$ cat config.mk
export PLATFORM = sky130hd
export DESIGN_NAME = button_debouncer_bank_flat
export DESIGN_NICKNAME = d
export VERILOG_FILES = /design/src/rtl/button_debouncer_bank_if.sv /design/src/rtl/button_debouncer_bank.sv /design/src/flat_wrapper.sv
export SDC_FILE = /design/constraint.sdc
export NUM_CORES = 1
export LEC_CHECK = 0
export ABC_AREA = 1
export BUFFER_PORTS_ARGS = -buffer_cell sky130_fd_sc_hd__buf_4
export CAP_MARGIN = 20
export CORE_UTILIZATION = 51
export DETAILED_ROUTE_END_ITERATION = 8
export PLACE_DENSITY = 0.68
export SKIP_LAST_GASP = 1
export SYNTH_ARGS = -nofsm -noshare
export SYNTH_HDL_FRONTEND = slang
export SYNTH_SLANG_ARGS = --single-unit
$ cat constraint.sdc
create_clock -name clk -period 4.3 [get_ports clk]
set_clock_uncertainty 0.15 [all_clocks]
set_input_delay 0.645 -clock clk [delete_from_list [all_inputs] [get_ports clk]]
set_output_delay 0.645 -clock clk [all_outputs]
set_load 0.1 [all_outputs]
$ cat src/rtl/button_debouncer_bank_if.sv
// rtl/button_debouncer_bank_if.sv - raw button inputs and conditioned outputs of the debouncer bank
interface button_debouncer_bank_if #(
    parameter int N_BTN = 6
);
    logic [N_BTN-1:0] btn_raw;
    logic [N_BTN-1:0] btn_level;
    logic [N_BTN-1:0] btn_press;
    logic [N_BTN-1:0] btn_release;
    logic             any_level;

    modport master (
        output btn_raw,
        input  btn_level,
        input  btn_press,
        input  btn_release,
        input  any_level
    );

    modport slave (
        input  btn_raw,
        output btn_level,
        output btn_press,
        output btn_release,
        output any_level
    );
endinterface

$ cat src/rtl/button_debouncer_bank.sv
// rtl/button_debouncer_bank.sv - six-channel button synchroniser, debouncer and exclusive-press arbiter
module button_debouncer_bank #(
    parameter int N_BTN           = 6,
    parameter int DEBOUNCE_CYCLES = 328,
    parameter int CNT_W           = 10,
    parameter int EXCLUSIVE       = 1
) (
    input  logic                  clk,
    input  logic                  rst_sync,
    button_debouncer_bank_if.slave bus
);
    localparam logic [2:0] ST_IDLE   = 3'd0;
    localparam logic [2:0] ST_ARM    = 3'd1;
    localparam logic [2:0] ST_HELD   = 3'd2;
    localparam logic [2:0] ST_DISARM = 3'd3;
    localparam logic [2:0] ST_LOCKED = 3'd4;

    localparam logic [CNT_W-1:0] CNT_LAST = CNT_W'(DEBOUNCE_CYCLES - 1);

    logic [N_BTN-1:0] sync1;
    logic [N_BTN-1:0] sync;
    logic [2:0]       state     [N_BTN];
    logic [2:0]       state_nxt [N_BTN];
    logic [CNT_W-1:0] cnt       [N_BTN];
    logic [CNT_W-1:0] cnt_nxt   [N_BTN];
    logic [N_BTN-1:0] owned;
    logic [N_BTN-1:0] commit;
    logic [N_BTN-1:0] blocked;
    logic [N_BTN-1:0] level_nxt;
    logic [N_BTN-1:0] press_nxt;
    logic [N_BTN-1:0] release_nxt;
    logic [N_BTN-1:0] level_q;
    logic [N_BTN-1:0] press_q;
    logic [N_BTN-1:0] release_q;
    logic             any_q;

    // Two-flop synchroniser on the asynchronous button pins.
    always_ff @(posedge clk or posedge rst_sync) begin
        if (rst_sync) begin
            sync1 <= '0;
            sync  <= '0;
        end else begin
            sync1 <= bus.btn_raw;
            sync  <= sync1;
        end
    end

    // Per-channel ownership (level high) and commit-this-cycle flags feeding the arbiter.
    always_comb begin
        owned  = '0;
        commit = '0;
        for (int i = 0; i < N_BTN; i++) begin
            owned[i]  = (state[i] == ST_HELD) || (state[i] == ST_DISARM);
            commit[i] = (state[i] == ST_ARM) && sync[i] && (cnt[i] == CNT_LAST);
        end
    end

    // A commit loses if another channel already owns the level or a lower index commits now.
    always_comb begin
        blocked = '0;
        for (int i = 0; i < N_BTN; i++) begin
            for (int j = 0; j < N_BTN; j++) begin
                if (EXCLUSIVE != 0) begin
                    if ((j != i) && owned[j]) blocked[i] = 1'b1;
                    if ((j < i) && commit[j]) blocked[i] = 1'b1;
                end
            end
        end
    end

    // Hold-time state machine and counter next-state per channel.
    always_comb begin
        press_nxt   = '0;
        release_nxt = '0;
        level_nxt   = '0;
        for (int i = 0; i < N_BTN; i++) begin
            state_nxt[i] = state[i];
            cnt_nxt[i]   = cnt[i];
            case (state[i])
                ST_IDLE: begin
                    if (sync[i]) begin
                        state_nxt[i] = ST_ARM;
                        cnt_nxt[i]   = '0;
                    end
                end
                ST_ARM: begin
                    if (!sync[i]) begin
                        state_nxt[i] = ST_IDLE;
                        cnt_nxt[i]   = '0;
                    end else if (cnt[i] == CNT_LAST) begin
                        cnt_nxt[i] = '0;
                        if (blocked[i]) begin
                            state_nxt[i] = ST_LOCKED;
                        end else begin
                            state_nxt[i] = ST_HELD;
                            press_nxt[i] = 1'b1;
                        end
                    end else begin
                        cnt_nxt[i] = cnt[i] + CNT_W'(1);
                    end
                end
                ST_HELD: begin
                    if (!sync[i]) begin
                        state_nxt[i] = ST_DISARM;
                        cnt_nxt[i]   = '0;
                    end
                end
                ST_DISARM: begin
                    if (sync[i]) begin
                        state_nxt[i] = ST_HELD;
                        cnt_nxt[i]   = '0;
                    end else if (cnt[i] == CNT_LAST) begin
                        state_nxt[i]   = ST_IDLE;
                        cnt_nxt[i]     = '0;
                        release_nxt[i] = 1'b1;
                    end else begin
                        cnt_nxt[i] = cnt[i] + CNT_W'(1);
                    end
                end
                ST_LOCKED: begin
                    // Rejected press waits out a qualified release silently.
                    if (sync[i]) begin
                        cnt_nxt[i] = '0;
                    end else if (cnt[i] == CNT_LAST) begin
                        state_nxt[i] = ST_IDLE;
                        cnt_nxt[i]   = '0;
                    end else begin
                        cnt_nxt[i] = cnt[i] + CNT_W'(1);
                    end
                end
                default: begin
                    state_nxt[i] = ST_IDLE;
                    cnt_nxt[i]   = '0;
                end
            endcase
            level_nxt[i] = (state_nxt[i] == ST_HELD) || (state_nxt[i] == ST_DISARM);
        end
    end

    // State, counters and output registers; outputs move on the same edge as the state.
    always_ff @(posedge clk or posedge rst_sync) begin
        if (rst_sync) begin
            for (int i = 0; i < N_BTN; i++) begin
                state[i] <= ST_IDLE;
                cnt[i]   <= '0;
            end
            level_q   <= '0;
            press_q   <= '0;
            release_q <= '0;
            any_q     <= 1'b0;
        end else begin
            for (int i = 0; i < N_BTN; i++) begin
                state[i] <= state_nxt[i];
                cnt[i]   <= cnt_nxt[i];
            end
            level_q   <= level_nxt;
            press_q   <= press_nxt;
            release_q <= release_nxt;
            any_q     <= |level_nxt;
        end
    end

    assign bus.btn_level   = level_q;
    assign bus.btn_press   = press_q;
    assign bus.btn_release = release_q;
    assign bus.any_level   = any_q;
endmodule

$ cat src/flat_wrapper.sv
// flat-port wrapper written by rule: the top's interface ports become plain ports
module button_debouncer_bank_flat 
#(
    parameter int N_BTN           = 6,
    parameter int DEBOUNCE_CYCLES = 328,
    parameter int CNT_W           = 10,
    parameter int EXCLUSIVE       = 1
)
  (clk, rst_sync, bus_btn_raw, bus_btn_level, bus_btn_press, bus_btn_release, bus_any_level);
  button_debouncer_bank_if #(.N_BTN(N_BTN)) bus_i ();
  input  logic clk;
  input  logic rst_sync;
  input wire logic [$bits(bus_i.btn_raw)-1:0] bus_btn_raw;
  output wire logic [$bits(bus_i.btn_level)-1:0] bus_btn_level;
  output wire logic [$bits(bus_i.btn_press)-1:0] bus_btn_press;
  output wire logic [$bits(bus_i.btn_release)-1:0] bus_btn_release;
  output wire logic [$bits(bus_i.any_level)-1:0] bus_any_level;
  assign bus_i.btn_raw = bus_btn_raw;
  assign bus_btn_level = bus_i.btn_level;
  assign bus_btn_press = bus_i.btn_press;
  assign bus_btn_release = bus_i.btn_release;
  assign bus_any_level = bus_i.any_level;
  button_debouncer_bank #(.N_BTN(N_BTN), .DEBOUNCE_CYCLES(DEBOUNCE_CYCLES), .CNT_W(CNT_W), .EXCLUSIVE(EXCLUSIVE)) u_core (.clk(clk), .rst_sync(rst_sync), .bus(bus_i));
endmodule
==> impl_metrics.csv, run 1 <==
group,metric,value,unit
final_layout,nFillCells,981,
final_layout,drive_gt1_share,17.7,%
final_layout,flow.area_growth_from_synthesis,11.4,%
sta,setup_total_negative_slack,0,ps
clocking,clock_tree_from_tritoncts,"built",
route,post_drt_wl_per_cell,12.1,microns
power,p_per_area,329,nW/um^2
power,total_leakage_power,3.05,nW
worst_setup_path,critPathTopFamily,"compound AO/OA/AOI/OAI gates",
worst_setup_path,criticalPathCategory,"flop to flop",
worst_setup_path,endpoint_kind,"flop",
global_routing,grt_util_all_layers,20.5,%
placement,io_buffers,26,
route,routed_wl,10700,microns
worst_setup_path,crit_path_cell_trace,"inv_1 > o21ai_2 > inv_2 > nor2_2 > nand2_1 > nor2_1 > nand2_1 > o22ai_1 > a21oi_1",
run_status,run_status,"finished, final reports clean",
sta,maxSlewHeadroom,38.4,%
final_layout,insertedDiodeCount,0,
clocking,number_of_cts_inserted_buffers,9,
logic_synthesis,syn-instance-count,706,
floorplan,die_span_in_x,108,microns
global_routing,grt.overflow.total,0,
route,vias,4606,
worst_setup_path,largest_incremental_delay_on_the_critical_path,460,ps
logic_synthesis,syn-mean-instance-area,8.07,sq um
placement,place.detailed.hpwl,7960,microns
sta,setup-violations-final,0,
placement,gp_routability_congestion,0.863,
logic_synthesis,yosysUniqueCellTypes,45,
final_layout,finish.instance_area,6350,sq um
sta,finalHoldViolCount,0,
global_routing,grt_pass1_wl,18800,microns
sta,timing_max_transition_violations_final,0,
logic_synthesis,synth.cell_area,5700,sq um
floorplan,rows,38,
floorplan,floorplan.core_area,10900,sq um
route,route.detailed.drc,0,
final_layout,design.final.nets,756,
worst_setup_path,cpMaxStageDelayCell,"dfrtp_1",
floorplan,dieHeight,108,microns
clocking,clk_root_buffer_cell,"clkbuf_8",
global_routing,antenna_found_initial,0,
global_routing,vias_in_the_first_global_route,4307,
logic_synthesis,ys.warnings.count,0,
job,max_cap_viol_count,0,
worst_setup_path,worst-path-buf-inv,2,
sta,rsz0062_at_grt,"false",
logic_synthesis,mappedNetlistNets,720,
worst_setup_path,worst_ep_arrival_time,2080,ps
min_path,hp-class,"primary input to flop",
placement,placed_area,6070,sq um
sta,final_period_minus_worst_setup_slack,1950,ps
logic_synthesis,ys_seq_elements,109,
clocking,post_cts_setup_driven_buffer_insertion_count,0,
route,drt-pass1-iter-count,5,
clocking,clk_latency,390,ps
logic_synthesis,synth_seq_area_share,47.8,%
floorplan,die_area,11600,sq um
clocking,post_cts.resized_instances,0,
worst_setup_path,startpoint_type,"flop",
floorplan,starting_density_of_the_core,52.4,%
worst_setup_path,cp_max_fo,12,
clocking,ctsHtreeMaxLevel,3,
power,fin_total_pwr,2.09,mW
clocking,clock-sinks,109,
floorplan,ios,27,
route,initialDrtViolationCount,268,
clocking,hold_buffers,0,
sta,worst_hold_slack,203,ps
clocking,clock_tree.buffer_depth,2,
worst_setup_path,critical_path.most_common_cell,"nand2_1",
sta,timing.final.crit_share,45.4,%
route,antenna_violating_nets_post_route,0,
global_routing,grt_max_degree,79,
sta,worstMarginPinSlew,924,ps
worst_setup_path,crit_required,4430,ps
route,vias_per_std_cell,5.19,
power,worst_ir_drop_vdd,0.000281,V
sta,fmax,0.512,GHz
clocking,clkTransAtPathRegs,100,ps
## layout by cell type (no fill, tap or decap), types with 6 or more instances in the layout
cell type / instances
inv_2: 26
xor2_1: 10
nor2_2: 21
nand4_1: 10
nand3_2: 9
o22ai_1: 10
o21ai_0: 23
o21ai_1: 9
buf_4: 28
a21oi_1: 45
ha_1: 6
dfrtp_1: 109
nor3_1: 15
nor2_1: 108
clkbuf_8: 11
nand2_1: 119
nand2_2: 9
nand3_1: 35
inv_1: 86
## cell families after synthesis
| kind of cell | count (synthesis) | share of synthesized area [%] |
|---|---|---|
| AOI/OAI and AO/OA | 113 | 11.7 |
| DFF | 109 | 47.8 |
| buffers and inverters | 117 | 7.86 |
| adders and majority gates | 6 | 1.32 |
| and+or+nand+nor | 350 | 29.5 |
| xor gates and xnor gates | 11 | 1.69 |
## path summary, 6_finish.rpt
| path | startpoint | endpoint | slack (ps) | depth (start not counted) |
|---|---|---|---|---|
| max | u_core.state[1] | u_core.cnt[9] | 2350 | 9 |
| min | bus_btn_raw[1] | u_core.sync1[1] | 200 | 1 |
| max reg2reg | u_core.state[1] | u_core.cnt[9] | 2350 | 9 |
| min reg2reg | u_core.sync1[2] | u_core.sync[2] | 210 | 0 |
| max in group asynchronous | rst_sync | u_core.cnt[5] | 2900 | 3 |
| min in group asynchronous | rst_sync | u_core.cnt[23] | 310 | 2 |
## registers in the layout, summed over array words and instances, names as in the netlist
| register | count |
|---|---|
| u_core.cnt | 60 |
| u_core.state | 18 |
| u_core.bus.btn_level | 6 |
| u_core.bus.btn_press | 6 |
| u_core.bus.btn_release | 6 |
| u_core.sync1 | 6 |
| u_core.sync | 6 |
| u_core.bus.any_level | 1 |
## report_power, final
| group | switching (mW) | total (mW) | internal, mW |
|---|---|---|---|
| sequential | 0.0294 | 1.09 | 1.06 |
| combinational | 0.124 | 0.182 | 0.0578 |
| clock | 0.345 | 0.824 | 0.479 |
## cell type report
| type | instances | area, sq um | area share, % |
|---|---|---|---|
| Clock inverter | 5 | 129 | 2.03 |
| Sequential cell | 109 | 2730 | 42.9 |
| Tap cell | 140 | 175 | 2.76 |
| Inverter | 114 | 433 | 6.82 |
| Multi-Input combinational cell | 480 | 2520 | 39.8 |
| Timing Repair Buffer | 28 | 210 | 3.31 |
| Clock buffer | 11 | 151 | 2.38 |
## per-stage QoR
step	util, %	instances	worst slack [ps]
6_report	58.3	887	2350
5_1_grt	58.3	887	2160
4_1_cts	58.3	887	2360
3_5_place_dp	55.8	871	2380
3_3_place_gp	55.8	871	2390
2_1_floorplan	-	706	631
## per-layer routing
| metal | GRT usage [%] | share of wire (%) |
|---|---|---|
| met4 | 7.05 | 1.4 |
| met5 | 0 | 0 |
| met3 | 4.90 | 4.4 |
| met1 | 27.6 | 47 |
| met2 | 32.5 | 47 |
## Yosys cell counts (all sizes together)
master / instances / area (sq um)
a211oi: 5 / 52.6
a21boi: 5 / 37.5
a21o: 1 / 7.51
a21oi: 45 / 225
a221oi: 3 / 32.5
a22o: 1 / 8.76
a22oi: 2 / 15.0
a31oi: 3 / 18.8
a41oi: 1 / 8.76
and3: 1 / 6.26
buf: 3 / 17.5
dfrtp: 109 / 2730
ha: 6 / 75.1
inv: 114 / 430
nand2: 129 / 514
nand3: 44 / 265
nand4: 11 / 75.1
nor2: 134 / 602
nor3: 21 / 154
nor3b: 4 / 30.0
nor4: 4 / 25.0
o211ai: 1 / 7.51
o21a: 2 / 15.0
o21ai: 34 / 178
o22ai: 10 / 62.6
or2: 2 / 12.5
xnor2: 1 / 8.76
xor2: 10 / 87.6
## worst reg2reg max path: cells and delay by family, from the launching register on
kind,cells,cell delay (ps)
buffers and inverters,2,210
AND/OR/NAND/NOR,4,420
flip-flops,1,460
AO/OA/AOI/OAI,3,610
(Power assumes the default switching activity.)
==> run 2, diff against run 1 <==
==> constraint.sdc (replaced) <==
create_clock -name clk -period 1.9 [get_ports clk]
set_clock_uncertainty 0.15 [all_clocks]
set_input_delay 0.285 -clock clk [delete_from_list [all_inputs] [get_ports clk]]
set_output_delay 0.285 -clock clk [all_outputs]
set_load 0.1 [all_outputs]
==> impl_metrics.csv, run 2 (synthesis results as in run 1) <==
group,metric,value,unit
worst_setup_path,critPathLaunch,"u_core.cnt[50]",
clocking,clock_tree.buffer_depth,2,
global_routing,grt_pass1_wl,19500,microns
power,fin_total_pwr,4.65,mW
clocking,ctsHtreeMaxLevel,3,
worst_setup_path,cp_max_fo,4,
floorplan,die_span_in_x,108,microns
route,vias,4794,
worst_setup_path,criticalPathCategory,"flop to flop",
final_layout,post-route-util,61.2,%
final_layout,largest_register_ffs,60,
global_routing,grt_max_degree,50,
final_layout,flow.area_growth_from_synthesis,16.9,%
clocking,number_of_cts_inserted_buffers,9,
worst_setup_path,endpoint_kind,"flop",
global_routing,grt.overflow.total,0,
run_status,run_status,"finished, final reports clean",
sta,timing.final.crit_share,95.1,%
min_path,min_to,"u_core.sync[3]",
sta,fmax,0.554,GHz
route,vias_per_std_cell,5.23,
floorplan,starting_density_of_the_core,52.4,%
route,post_drt_wl_per_cell,12.5,microns
final_layout,design.final.nets,785,
route,route.detailed.drc,0,
sta,setup-violations-final,0,
route,wl_met2,5600,microns
global_routing,grt_util_all_layers,21.1,%
floorplan,ios,27,
min_path,hp-class,"flop to flop",
sta,final_period_minus_worst_setup_slack,1810,ps
job,max_cap_viol_count,0,
route,drt-pass1-iter-count,5,
clocking,clock-sinks,109,
placement,gp_routability_congestion,0.903,
placement,place.detailed.hpwl,8490,microns
placement,dp.cells,881,
final_layout,drive_gt1_share,22.2,%
route,initialDrtViolationCount,248,
sta,worstMarginPinSlew,388,ps
global_routing,antenna_found_initial,0,
power,worst_ir_drop_vdd,0.000547,V
sta,timing_max_transition_violations_final,0,
worst_setup_path,startpoint_type,"flop",
floorplan,rows,38,
power,total_leakage_power,3.18,nW
clocking,clkTransAtPathRegs,100,ps
sta,setup_total_negative_slack,0,ps
worst_setup_path,source_of_the_worst_register_to_register_timing_path,"u_core.cnt[50]",
final_layout,final_common_cell,"nand2_1",
floorplan,floorplan.core_area,10900,sq um
min_path,min_delay_src,"u_core.sync1[3]",
worst_setup_path,ff2ff_setup_slack,90,ps
worst_setup_path,worst_ep_arrival_time,1930,ps
worst_setup_path,reg2reg_depth,12,
worst_setup_path,reg2reg_to,"u_core.bus.any_level",
worst_setup_path,crit_required,2030,ps
min_path,timing.hold.worst_path_depth,0,
clocking,clock_tree_from_tritoncts,"built",
power,p_per_area,697,nW/um^2
route,antenna_violating_nets_post_route,0,
route,routed-wl-met3,416,microns
route,wl_met1,5340,microns
final_layout,final_cells,916,
route,highest-signal-layer,"met4",
global_routing,vias_in_the_first_global_route,4569,
sta,maxSlewHeadroom,73.9,%
placement,io_buffers,26,
final_layout,insertedDiodeCount,0,
final_layout,nFillCells,942,
final_layout,layout.cells.most_common_list,"nand2_1, dfrtp_1, nor2_1",
final_layout,largest_reg_by_ff_count,"u_core.cnt",
sta,rsz0062_at_grt,"true",
floorplan,dieHeight,108,microns
floorplan,die_area,11600,sq um
clocking,clk_latency,380,ps
route,routed_wl,11500,microns
sta,finalHoldViolCount,0,
clocking,clk_root_buffer_cell,"clkbuf_8",
final_layout,largestRegisters,"u_core.cnt: 60 flops, u_core.state: 18 flops",
==> run 2: through the flow <==
| stage | hold WS (ps) | area [sq um] | setup WS [ps] |
|---|---|---|---|
| global placement | 69.5 | 6170 | 82.7 |
| global route | 213 | 6660 | -93.8 |
| floorplan | 166 | 5700 | 150 |
| finish | 209 | 6660 | 94.0 |
| detailed placement | 72.8 | 6170 | 10.3 |
| CTS | 210 | 6520 | 0.208 |
==> run 2: critical path, cell delays in order (launching register included) <==
cell	delay (ps)
dfrtp_1	360
ha_2	190
nand2_2	80
inv_2	90
nand3_2	100
nor2_4	150
nand3_2	90
nand2_1	90
nand2_1	70
nor2_1	110
nand2_1	70
nor2_2	100
nand3_2	60
==> run 2: how the worst max path moves through the flow <==
stage                      endpoint  slack, ps  cells after the start
2_1_floorplan  u_core.bus.any_level        150                      1
3_3_place_gp   u_core.bus.any_level         80                     14
4_1_cts        u_core.bus.any_level        0.2                     12
3_5_place_dp   u_core.bus.any_level         10                     12
6_report       u_core.bus.any_level         90                     12
5_1_grt        u_core.bus.any_level        -90                     12
==> run 2: cell type report <==
class / instances / area (sq um) / area share (%)
multi-input cells: 480 / 2610 / 39.1
inverters: 114 / 434 / 6.52
clock inverters: 6 / 109 / 1.63
well taps: 140 / 175 / 2.63
flip-flops and latches: 109 / 2730 / 41.0
clock buffers: 10 / 138 / 2.07
repair buffers: 57 / 470 / 7.06
==> run 2: repair_timing <==
action,4_1_cts,5_1_grt
gates cloned,0,0
endpoints found under the setup margin,2,29
endpoints found under the hold margin,115,0
buffers inserted,4,8
resized for setup,0,23
pin swaps,2,9
hold buffers,7,0
==> run 2: routing by layer <==
layer / track usage, % / up-vias
met5: 0 / -
met4: 4.70 / 0
met3: 5.87 / 10
met2: 35.3 / 74
met1: 27.1 / 2292
li1: - / 2418
==> run 2: where the power goes <==
| part | switching [mW] | internal, mW |
|---|---|---|
| Clock | 0.767 | 0.911 |
| Combinational | 0.314 | 0.199 |
| Sequential | 0.0633 | 2.39 |
==> run 3, diff against run 2 <==
--- a/config.mk
+++ b/config.mk
@@ -8,9 +8,11 @@
 export ABC_AREA = 1
 export BUFFER_PORTS_ARGS = -buffer_cell sky130_fd_sc_hd__buf_4
 export CAP_MARGIN = 20
-export CORE_UTILIZATION = 51
+export CELL_PAD_IN_SITES_DETAIL_PLACEMENT = 1
+export CELL_PAD_IN_SITES_GLOBAL_PLACEMENT = 1
+export CORE_UTILIZATION = 46
 export DETAILED_ROUTE_END_ITERATION = 8
-export PLACE_DENSITY = 0.68
+export PLACE_DENSITY = 0.79
 export SKIP_LAST_GASP = 1
 export SYNTH_ARGS = -nofsm -noshare
 export SYNTH_HDL_FRONTEND = slang
==> impl_metrics.csv, run 3 (synthesis results as in run 1) <==
group,metric,value,unit
global_routing,vias_in_the_first_global_route,5217,
clocking,clkTransAtPathRegs,70,ps
min_path,hp-class,"flop to flop",
route,post_drt_wl_per_cell,15.0,microns
power,net_load_switching_power,1.24,mW
clocking,clk_latency,360,ps
power,power_frac_clock,39.7,%
worst_setup_path,crit_path_cell_trace,"ha_4 > nand2_2 > nor3_2 > nand4_1 > o21ai_2 > nand2_2 > nor2_2 > nand2_1 > nor2_2 > nand3_2",
sta,final_period_minus_worst_setup_slack,1930,ps
route,initialDrtViolationCount,218,
worst_setup_path,criticalPathCategory,"flop to flop",
route,antenna_violating_nets_post_route,0,
final_layout,flow.area_growth_from_synthesis,21.4,%
floorplan,starting_density_of_the_core,47.3,%
worst_setup_path,worst-path-buf-inv,0,
final_layout,largest_reg_by_ff_count,"u_core.cnt",
worst_setup_path,cp_max_fo,4,
floorplan,die_span_in_x,113,microns
worst_setup_path,endpoint_kind,"flop",
worst_setup_path,worst_ep_arrival_time,2020,ps
sta,fmax,0.519,GHz
route,routed_wl,14400,microns
route,route.detailed.drc,0,
final_layout,final_common_cell,"nand2_1",
placement,placed_area,6250,sq um
sta,rsz0062_at_grt,"true",
global_routing,antenna_found_initial,0,
global_routing,grt_max_degree,110,
sta,maxSlewHeadroom,58.6,%
clocking,clock_tree.buffer_depth,2,
sta,setup-violations-final,1,
power,p_per_area,715,nW/um^2
job,max_cap_viol_count,0,
final_layout,largest_register_ffs,60,
sta,worstMarginPinSlew,621,ps
final_layout,finish.instance_area,6920,sq um
global_routing,grt.overflow.total,0,
worst_setup_path,cpMaxStageDelayCell,"dfrtp_1",
route,vias_per_std_cell,5.16,
sta,finalHoldViolCount,0,
global_routing,grt_pass1_wl,23700,microns
final_layout,drive_gt1_share,24.2,%
final_layout,design.final.nets,799,
final_layout,layout.cells.most_common_list,"nand2_1, dfrtp_1, nor2_1",
clocking,clock-sinks,109,
floorplan,ios,27,
run_status,run_status,"finished, violations left",
sta,timing_max_transition_violations_final,0,
power,worst_ir_drop_vdd,0.000548,V
clocking,ctsHtreeMaxLevel,3,
sta,worst_slack,-25.9,ps
sta,setup_total_negative_slack,-25.9,ps
floorplan,die_area,12800,sq um
clocking,number_of_cts_inserted_buffers,9,
placement,io_buffers,26,
clocking,clk_root_buffer_cell,"clkbuf_16",
route,vias,4948,
worst_setup_path,crit_required,2000,ps
placement,gp_routability_congestion,0.811,
worst_setup_path,critPathTopFamily,"simple AND/OR/NAND/NOR gates",
floorplan,rows,40,
placement,place.detailed.hpwl,10100,microns
floorplan,floorplan.core_area,12100,sq um
route,drt-pass1-iter-count,4,
floorplan,dieHeight,113,microns
final_layout,insertedDiodeCount,0,
sta,timing.final.crit_share,101,%
worst_setup_path,largest_incremental_delay_on_the_critical_path,430,ps
placement,pre_cts_ws,-22.9,ps
power,fin_total_pwr,4.95,mW
power,total_leakage_power,3.28,nW
run_status,violated_checks,"negative setup slack",
power,internal-power,3.71,mW
power,seq_power_share,49.8,%
power,combinationalPowerShare,10.5,%
worst_setup_path,startpoint_type,"flop",
final_layout,largestRegisters,"u_core.cnt: 60 flops, u_core.state: 18 flops",
power,swShare,25.0,%
global_routing,grt_util_all_layers,23.2,%
clocking,clock_tree_from_tritoncts,"built",
## run 3: cell types whose count changed in the layout (fill, tap and decap cells not counted), moves of 3 or more
cell,previous run,this run
buf_4,48,63
clkbuf_8,10,3
nor2_1,101,96
nor2_4,9,13
clkbuf_16,0,9
ha_2,4,1
## run 3: worst paths after layout
path	start	endpoint	slack, ps	depth (start not counted)
max in group asynchronous	rst_sync	u_core.cnt[23]	600	4
min in group asynchronous	rst_sync	u_core.sync1[1]	460	4
setup reg to reg	u_core.cnt[41]	u_core.bus.any_level	-30	10
hold / removal	u_core.sync1[2]	u_core.sync[2]	200	0
setup / recovery	u_core.cnt[41]	u_core.bus.any_level	-30	10
hold reg to reg	u_core.sync1[2]	u_core.sync[2]	200	0
## run 3: per-stage QoR
stage          hold slack (ps)  instances  util, %
2_1_floorplan              166        706        -
3_3_place_gp               183        917     51.9
3_5_place_dp               187        917     51.9
4_1_cts                    203        949     55.8
5_1_grt                    209        958     57.4
6_report                   201        958     57.4
## run 3: final cells by class
cell class | count | area [sq um]
clock buffers | 13 | 270
clock inverters | 3 | 42.5
fillers | 1451 | 5140
inverters | 114 | 434
multi-input cells | 480 | 2670
flip-flops and latches | 109 | 2730
well taps | 168 | 210
repair buffers | 71 | 563
## run 3: power groups by stage
stage          Sequential, mW  Combinational (mW)  Clock [mW]
5_1_grt                  2.47               0.586        2.09
6_report                 2.46               0.518        1.97
3_5_place_dp             2.50               0.469           0
3_3_place_gp             2.50               0.444           0
2_1_floorplan            2.49               0.330           0
4_1_cts                  2.46               0.496        2.04
## run 3: metal layers
| layer | track usage (%) | up-vias | part of all wire [%] |
|---|---|---|---|
| met2 | 42.1 | 44 | 53 |
| met4 | 7.63 | 0 | 1.8 |
| met5 | 0 | - | 0 |
| met1 | 27.2 | 2439 | 43 |
| li1 | - | 2442 | - |
| met3 | 5.14 | 23 | 2.0 |
## run 3: timing repair
action / 4_1_cts / 5_1_grt
endpoints found under the hold margin: 115 / 0
setup endpoints to repair: 1 / 29
pin swaps: 9 / 6
setup buffers: 9 / 9
hold buffers: 7 / 0
gates resized for setup: 7 / 31
